File: src/rtl/add_arb_pkg.sv
// Shared types and constants for the round-robin saturating-add arbiter.
package add_arb_pkg;

    typedef enum logic [1:0] {
        IDLE,
        CALC,
        RESULT
    } state_e;

    localparam int NUM_REQ_DEFAULT = 4;
    localparam int ID_WIDTH        = $clog2(NUM_REQ_DEFAULT);

    // Two's-complement clip limits for the supported operand widths
    localparam logic [7:0]  SAT_MAX_8  = 8'h7F;
    localparam logic [7:0]  SAT_MIN_8  = 8'h80;
    localparam logic [15:0] SAT_MAX_16 = 16'h7FFF;
    localparam logic [15:0] SAT_MIN_16 = 16'h8000;
    localparam logic [31:0] SAT_MAX_32 = 32'h7FFF_FFFF;
    localparam logic [31:0] SAT_MIN_32 = 32'h8000_0000;

    // Requester-index width; a single requester still gets a 1-bit id
    function automatic int id_width(input int num_req);
        return (num_req > 1) ? $clog2(num_req) : 1;
    endfunction

endpackage

File: src/rtl/add_arbiter_if.sv
// Requester and result handshake bundle for add_arbiter.
interface add_arbiter_if
    import add_arb_pkg::*;
#(
    parameter int WIDTH   = 16,
    parameter int NUM_REQ = NUM_REQ_DEFAULT
);
    localparam int ID_W = id_width(NUM_REQ);

    logic [NUM_REQ-1:0]            req_valid_in;
    logic [NUM_REQ-1:0]            req_ready_out;
    logic [NUM_REQ-1:0][WIDTH-1:0] arg1_in;
    logic [NUM_REQ-1:0][WIDTH-1:0] arg2_in;
    logic                          res_valid_out;
    logic                          res_ready_in;
    logic [WIDTH-1:0]              res_sum_out;
    logic                          res_ovrflw_out;
    logic [ID_W-1:0]               res_id_out;
    logic [15:0]                   ovrflw_count_out;

    // Arbiter side
    modport slave (
        input  req_valid_in, arg1_in, arg2_in, res_ready_in,
        output req_ready_out, res_valid_out, res_sum_out, res_ovrflw_out, res_id_out,
               ovrflw_count_out
    );

    // Requester / consumer side
    modport master (
        output req_valid_in, arg1_in, arg2_in, res_ready_in,
        input  req_ready_out, res_valid_out, res_sum_out, res_ovrflw_out, res_id_out,
               ovrflw_count_out
    );

endinterface

File: src/rtl/add.sv
// Combinational signed fixed-point adder with saturation to the format limits.
module add #(
    parameter int WIDTH      = 16,
    parameter int FRAC_WIDTH = 8
) (
    input  logic signed [WIDTH-1:0] a,
    input  logic signed [WIDTH-1:0] b,
    output logic signed [WIDTH-1:0] sum,
    output logic                    ovrflw
);
    localparam logic signed [WIDTH-1:0] MAX_VAL = {1'b0, {(WIDTH-1){1'b1}}};
    localparam logic signed [WIDTH-1:0] MIN_VAL = {1'b1, {(WIDTH-1){1'b0}}};

    // Both operands share the Q format, so the binary point needs no alignment
    if (FRAC_WIDTH < 0 || FRAC_WIDTH >= WIDTH) begin : g_bad_format
        $error("add: FRAC_WIDTH must lie in [0, WIDTH-1]");
    end

    logic signed [WIDTH:0] full;

    // One guard bit exposes overflow as a mismatch of the top two bits
    always_comb begin
        full   = {a[WIDTH-1], a} + {b[WIDTH-1], b};
        ovrflw = full[WIDTH] ^ full[WIDTH-1];
        if (ovrflw) begin
            sum = full[WIDTH] ? MIN_VAL : MAX_VAL;
        end else begin
            sum = full[WIDTH-1:0];
        end
    end

endmodule

File: src/rtl/add_arbiter.sv
// Round-robin arbiter feeding a shared saturating adder: IDLE grants, CALC adds,
// RESULT holds the registered sum until the consumer takes it.
module add_arbiter
    import add_arb_pkg::*;
#(
    parameter int WIDTH      = 16,
    parameter int FRAC_WIDTH = 8,
    parameter int NUM_REQ    = NUM_REQ_DEFAULT
) (
    input logic          clk_in,
    input logic          rst_in,
    add_arbiter_if.slave bus
);
    localparam int ID_W = id_width(NUM_REQ);

    state_e                  state_q, state_d;
    logic [ID_W-1:0]         rr_ptr_q, rr_next, win_idx, cand, op_id_q, res_id_q;
    logic                    win_found, grant;
    logic signed [WIDTH-1:0] op1_q, op2_q, add_sum, res_sum_q;
    logic                    add_ovf, res_ovf_q;
    logic [15:0]             ovf_cnt_q;

    // Round-robin search upward from rr_ptr with wrap-around
    always_comb begin
        win_found = 1'b0;
        win_idx   = '0;
        cand      = '0;
        for (int i = 0; i < NUM_REQ; i++) begin
            cand = ID_W'((int'(rr_ptr_q) + i) % NUM_REQ);
            if (!win_found && bus.req_valid_in[cand]) begin
                win_found = 1'b1;
                win_idx   = cand;
            end
        end
    end

    // Reset gates the grant so no requester sees a ready while rst_in is high
    assign grant   = (state_q == IDLE) && win_found && !rst_in;
    assign rr_next = (int'(win_idx) == NUM_REQ - 1) ? '0 : win_idx + ID_W'(1);

    // One-hot ready to the winner, only while idle
    always_comb begin
        bus.req_ready_out = '0;
        if (grant) begin
            bus.req_ready_out[win_idx] = 1'b1;
        end
    end

    // Next-state decode
    always_comb begin
        state_d = state_q;
        unique case (state_q)
            IDLE:    if (grant) state_d = CALC;
            CALC:    state_d = RESULT;
            RESULT:  if (bus.res_ready_in) state_d = IDLE;
            default: state_d = IDLE;
        endcase
    end

    // State and round-robin pointer; pointer moves only on a grant
    always_ff @(posedge clk_in or posedge rst_in) begin
        if (rst_in) begin
            state_q  <= IDLE;
            rr_ptr_q <= '0;
        end else begin
            state_q <= state_d;
            if (grant) begin
                rr_ptr_q <= rr_next;
            end
        end
    end

    // Capture the winner's operands at the accept edge
    always_ff @(posedge clk_in or posedge rst_in) begin
        if (rst_in) begin
            op1_q   <= '0;
            op2_q   <= '0;
            op_id_q <= '0;
        end else if (grant) begin
            op1_q   <= bus.arg1_in[win_idx];
            op2_q   <= bus.arg2_in[win_idx];
            op_id_q <= win_idx;
        end
    end

    add #(
        .WIDTH      (WIDTH),
        .FRAC_WIDTH (FRAC_WIDTH)
    ) u_add (
        .a      (op1_q),
        .b      (op2_q),
        .sum    (add_sum),
        .ovrflw (add_ovf)
    );

    // Register the result leaving CALC; overflow counter sticks at all-ones
    always_ff @(posedge clk_in or posedge rst_in) begin
        if (rst_in) begin
            res_sum_q <= '0;
            res_ovf_q <= 1'b0;
            res_id_q  <= '0;
            ovf_cnt_q <= '0;
        end else if (state_q == CALC) begin
            res_sum_q <= add_sum;
            res_ovf_q <= add_ovf;
            res_id_q  <= op_id_q;
            if (add_ovf && ovf_cnt_q != 16'hFFFF) begin
                ovf_cnt_q <= ovf_cnt_q + 16'd1;
            end
        end
    end

    assign bus.res_valid_out    = (state_q == RESULT);
    assign bus.res_sum_out      = res_sum_q;
    assign bus.res_ovrflw_out   = res_ovf_q;
    assign bus.res_id_out       = res_id_q;
    assign bus.ovrflw_count_out = ovf_cnt_q;

endmodule

File: src/flat_wrapper.sv
// flat-port wrapper written by rule: the top's interface ports become plain ports
module add_arbiter_flat import add_arb_pkg::*;
#(
    parameter int WIDTH      = 16,
    parameter int FRAC_WIDTH = 8,
    parameter int NUM_REQ    = NUM_REQ_DEFAULT
)
  (clk_in, rst_in, bus_req_valid_in, bus_arg1_in, bus_arg2_in, bus_res_ready_in, bus_req_ready_out, bus_res_valid_out, bus_res_sum_out, bus_res_ovrflw_out, bus_res_id_out, bus_ovrflw_count_out);
  add_arbiter_if #(.WIDTH(WIDTH), .NUM_REQ(NUM_REQ)) bus_i ();
  input logic clk_in;
  input logic rst_in;
  input wire logic [$bits(bus_i.req_valid_in)-1:0] bus_req_valid_in;
  input wire logic [$bits(bus_i.arg1_in)-1:0] bus_arg1_in;
  input wire logic [$bits(bus_i.arg2_in)-1:0] bus_arg2_in;
  input wire logic [$bits(bus_i.res_ready_in)-1:0] bus_res_ready_in;
  output wire logic [$bits(bus_i.req_ready_out)-1:0] bus_req_ready_out;
  output wire logic [$bits(bus_i.res_valid_out)-1:0] bus_res_valid_out;
  output wire logic [$bits(bus_i.res_sum_out)-1:0] bus_res_sum_out;
  output wire logic [$bits(bus_i.res_ovrflw_out)-1:0] bus_res_ovrflw_out;
  output wire logic [$bits(bus_i.res_id_out)-1:0] bus_res_id_out;
  output wire logic [$bits(bus_i.ovrflw_count_out)-1:0] bus_ovrflw_count_out;
  assign bus_i.req_valid_in = bus_req_valid_in;
  assign bus_i.arg1_in = bus_arg1_in;
  assign bus_i.arg2_in = bus_arg2_in;
  assign bus_i.res_ready_in = bus_res_ready_in;
  assign bus_req_ready_out = bus_i.req_ready_out;
  assign bus_res_valid_out = bus_i.res_valid_out;
  assign bus_res_sum_out = bus_i.res_sum_out;
  assign bus_res_ovrflw_out = bus_i.res_ovrflw_out;
  assign bus_res_id_out = bus_i.res_id_out;
  assign bus_ovrflw_count_out = bus_i.ovrflw_count_out;
  add_arbiter #(.WIDTH(WIDTH), .FRAC_WIDTH(FRAC_WIDTH), .NUM_REQ(NUM_REQ)) u_core (.clk_in(clk_in), .rst_in(rst_in), .bus(bus_i));
endmodule
File: config.mk
export PLATFORM = sky130hd
export DESIGN_NAME = add_arbiter_flat
export DESIGN_NICKNAME = d
export VERILOG_FILES = /design/src/rtl/add_arb_pkg.sv /design/src/rtl/add_arbiter_if.sv /design/src/rtl/add.sv /design/src/rtl/add_arbiter.sv /design/src/flat_wrapper.sv
export SDC_FILE = /design/constraint.sdc
export NUM_CORES = 1
export LEC_CHECK = 0
export BUFFER_PORTS_ARGS = -buffer_cell sky130_fd_sc_hd__clkbuf_2
export CAP_MARGIN = 0
export CORE_MARGIN = 3
export CORE_UTILIZATION = 30
export CTS_BUF_LIST = sky130_fd_sc_hd__clkbuf_16
export DETAILED_ROUTE_END_ITERATION = 10
export PLACE_DENSITY = 0.59
export SLEW_MARGIN = 15
export SYNTH_ARGS = -nofsm -noshare
export SYNTH_HDL_FRONTEND = slang
export SYNTH_HIERARCHICAL = 1
export SYNTH_SLANG_ARGS = --single-unit
File: constraint.sdc
create_clock -name clk_in -period 4.75 [get_ports clk_in]
set_input_delay 1.1875 -clock clk_in [delete_from_list [all_inputs] [get_ports clk_in]]
set_output_delay 1.1875 -clock clk_in [all_outputs]
set_load 0.005 [all_outputs]
==> flow_metrics.tcl <==
set metrics [dict create \
    antenna_found_initial 0 \
    row_count 46 \
    gr-total-overflow 0 \
    synth_xor_area_frac 0.0465 \
    gp_congestion 0.855 \
    reg2reg_depth 11 \
    die_area_um2 18500 \
    path_clk_slew_ns 0.06 \
    critPathMaxFanout 17 \
    syn_area_per_cell_um2 11.0 \
    port_buffers 174 \
    vdd_drop_max_uv 267 \
    drv_cap 0 \
    synth_top_area_share 0.361 \
    path_class "in2out" \
    clk_latency_ns 0.34 \
    post-dp-hpwl_um 10600 \
    cts_root_buf "clkbuf_16" \
    ys_types 66 \
    ys_async_sr_fraction 1.00 \
    yosysWarnings 6 \
    maxSlewViolCount 0 \
    num_vias 4105 \
    ys_ff_latch 73 \
    die_w_um 136 \
    cts_resized 0 \
    synth_area_leaders "dfrtp_1 (36%), mux2i_1 (13%), ha_1 (5.2%)" \
    synth_ff_type "dfrtp_1" \
    cts_buffers 9 \
    synth_cells 461 \
    slew_headroom 0.430 \
    clk_path_buf_depth 2 \
    syn_nets 618 \
    wirelength_um 13300 \
    cp.required_ns 3.56 \
    synthMuxAreaShare 0.171 \
    outcome "finished clean" \
    grt_pass1_vias 4330 \
    worstSetupEndpointType "output pin" \
    clock_sinks 73 \
    drt_iter0_drc 146 \
    syn_area_um2 5060 \
    io_pins 175 \
    p_leak_uw 0.00314 \
    synthSimpleGateAreaFrac 0.115 \
    drtAntennaViolNets 0 \
    fin_setup_tns_ns 0 \
    gr-usage-all-layers 0.148 \
    synth_top_family_by_area "multiplexers" \
    post-route-util 0.388 \
    rsz0062_at_grt "false" \
    grt_pass1_wl_um 21600 \
    fin_crit_sh 0.821 \
    arrival_ns 2.71 \
    nNetsFinal 781 \
    ys_seq_area_frac 0.361 \
    htreeDepth 3 \
    start_util 0.313 \
    synth-edff-count 0 \
    synth_top_cell_by_area "dfrtp_1" \
    vias_per_cell 4.86 \
    start_kind "input pin" \
    synth_compound_area_frac 0.159 \
    finalSetupViolCount 0 \
    tightest_slew_ns 0.851 \
    synthAdderAreaFrac 0.0883 \
    grt_max_degree 52 \
    yosysMostFrequentCell "dfrtp_1" \
    fmax_mhz 256 \
    hold_viol 0 \
    diodes 0 \
    final.setup_skew_ns 0.00459 \
    cts_tree "done" \
    hold_buffers 0 \
    min_path_cells 2 \
    die_y_um 136 \
    drive_above_1_share 0.417 \
    cts_setup_buffers 0 \
    route.detailed.drc 0 \
    wl_per_cell_um 15.7 \
    worstHoldPathType "reg2reg" \
    period_needed_ns 3.90 \
    synthTopCellsByCount "dfrtp_1 (73), mux2i_1 (65), nand2_1 (54)" \
    drt-pass1-iter-count 4 \
    fp.coreArea_um2 16200 \
    power_density_nw_per_um2 696 \
    synthToLayoutAreaGrowth_pct 24.0 \
]
[cells in the final DEF (no fill, tap or decap), types with 4 or more instances in the layout]
| cell | netlist | layout |
|---|---|---|
| o21ai_0 | 7 | 7 |
| mux2_2 | 18 | 18 |
| mux2i_1 | 65 | 65 |
| xor2_1 | 9 | 9 |
| a21o_1 | 8 | 8 |
| o221ai_2 | 13 | 12 |
| maj3_1 | 4 | 4 |
| o221ai_1 | 21 | 21 |
| clkbuf_16 | 0 | 9 |
| ha_1 | 21 | 21 |
| nand3_1 | 9 | 9 |
| and2_2 | 4 | 4 |
| xnor2_1 | 16 | 16 |
| nor2_1 | 13 | 13 |
| inv_1 | 10 | 9 |
| nand2_1 | 54 | 54 |
| a21oi_1 | 11 | 11 |
| clkbuf_2 | 0 | 174 |
| maj3_2 | 11 | 11 |
| nor2b_1 | 4 | 4 |
| dfrtp_1 | 73 | 73 |
| nor3_1 | 5 | 5 |
[power by group]
| part | switching [µW] | leakage [µW] | internal (µW) | total, µW |
|---|---|---|---|---|
| Sequential | 207 | 0.000912 | 887 | 1090 |
| Combinational | 1400 | 0.00209 | 1220 | 2620 |
| Clock | 255 | 0.000134 | 400 | 655 |
| Total | 1860 | 0.00314 | 2500 | 4360 |
[cell families (layout without fill, tap and decap cells)]
kind of cell / after synthesis / in the layout
muxes: 84 / 84
AOI/OAI and AO/OA: 90 / 90
buffers and inverters: 38 / 206
and+or+nand+nor: 113 / 113
xor gates and xnor gates: 26 / 26
adders and majority gates: 37 / 37
DFF: 73 / 73
[final timing paths]
| kind | end | slack, ns | from |
|---|---|---|---|
| max | bus_req_ready_out[1] | 0.85 | bus_req_valid_in[1] |
| min | u_core/op_id_q[1] | 0.48 | u_core/op_id_q[1] |
| max reg2reg | u_core/bus.ovrflw_count_out[5] | 1.17 | u_core/op1_q[4] |
| min reg2reg | u_core/op_id_q[1] | 0.48 | u_core/op_id_q[1] |
| max in group asynchronous | u_core/op2_q[7] | 2.92 | rst_in |
| min in group asynchronous | u_core/op2_q[2] | 0.89 | rst_in |
[state kept, by name, summed over array words and instances (netlist names)]
signal,cells
u_core/bus.res_sum_out,16
u_core/bus.ovrflw_count_out,16
u_core/state_q,2
u_core/rr_ptr_q,2
u_core/op2_q,16
u_core/bus.res_ovrflw_out,1
u_core/op1_q,16
u_core/bus.res_id_out,2
u_core/op_id_q,2
[critical path, cell delays in order]
cell	delay, ns
clkbuf_2	0.14
inv_1	0.10
a21oi_2	0.08
o221ai_4	0.57
inv_1	0.14
ha_1	0.23
and2_2	0.16
clkbuf_2	0.10
[final cells by class]
class | instances | area [µm²]
Clock buffer | 9 | 225
Clock inverter | 7 | 61.3
Fill cell | 1601 | 9900
Inverter | 14 | 58.8
Multi-Input combinational cell | 350 | 2940
Sequential cell | 73 | 1830
Tap cell | 216 | 270
Timing Repair Buffer | 176 | 886
[per-stage QoR]
step	instances	instance area, µm²	power [µW]	setup slack (ns)	hold WS, ns
after global routing	845	6270	4770	0.715	0.514
after floorplan	461	5060	3200	1.27	0.440
after detailed placement	829	5990	3740	0.848	0.474
after CTS	845	6270	4430	0.845	0.488
final	845	6270	4360	0.849	0.483
after global placement	829	5990	3670	0.915	0.474
[layer usage]
metal | GRT usage | vias up | wire length (µm) | part of all wire
met3 | 0.0315 | 15 | 755 | 0.057
met1 | 0.205 | 1923 | 6150 | 0.46
li1 | - | 2031 | - | -
met5 | 0 | - | 0 | 0
met2 | 0.230 | 136 | 6210 | 0.47
met4 | 0.0470 | 0 | 186 | 0.014
(Power assumes the default switching activity.)
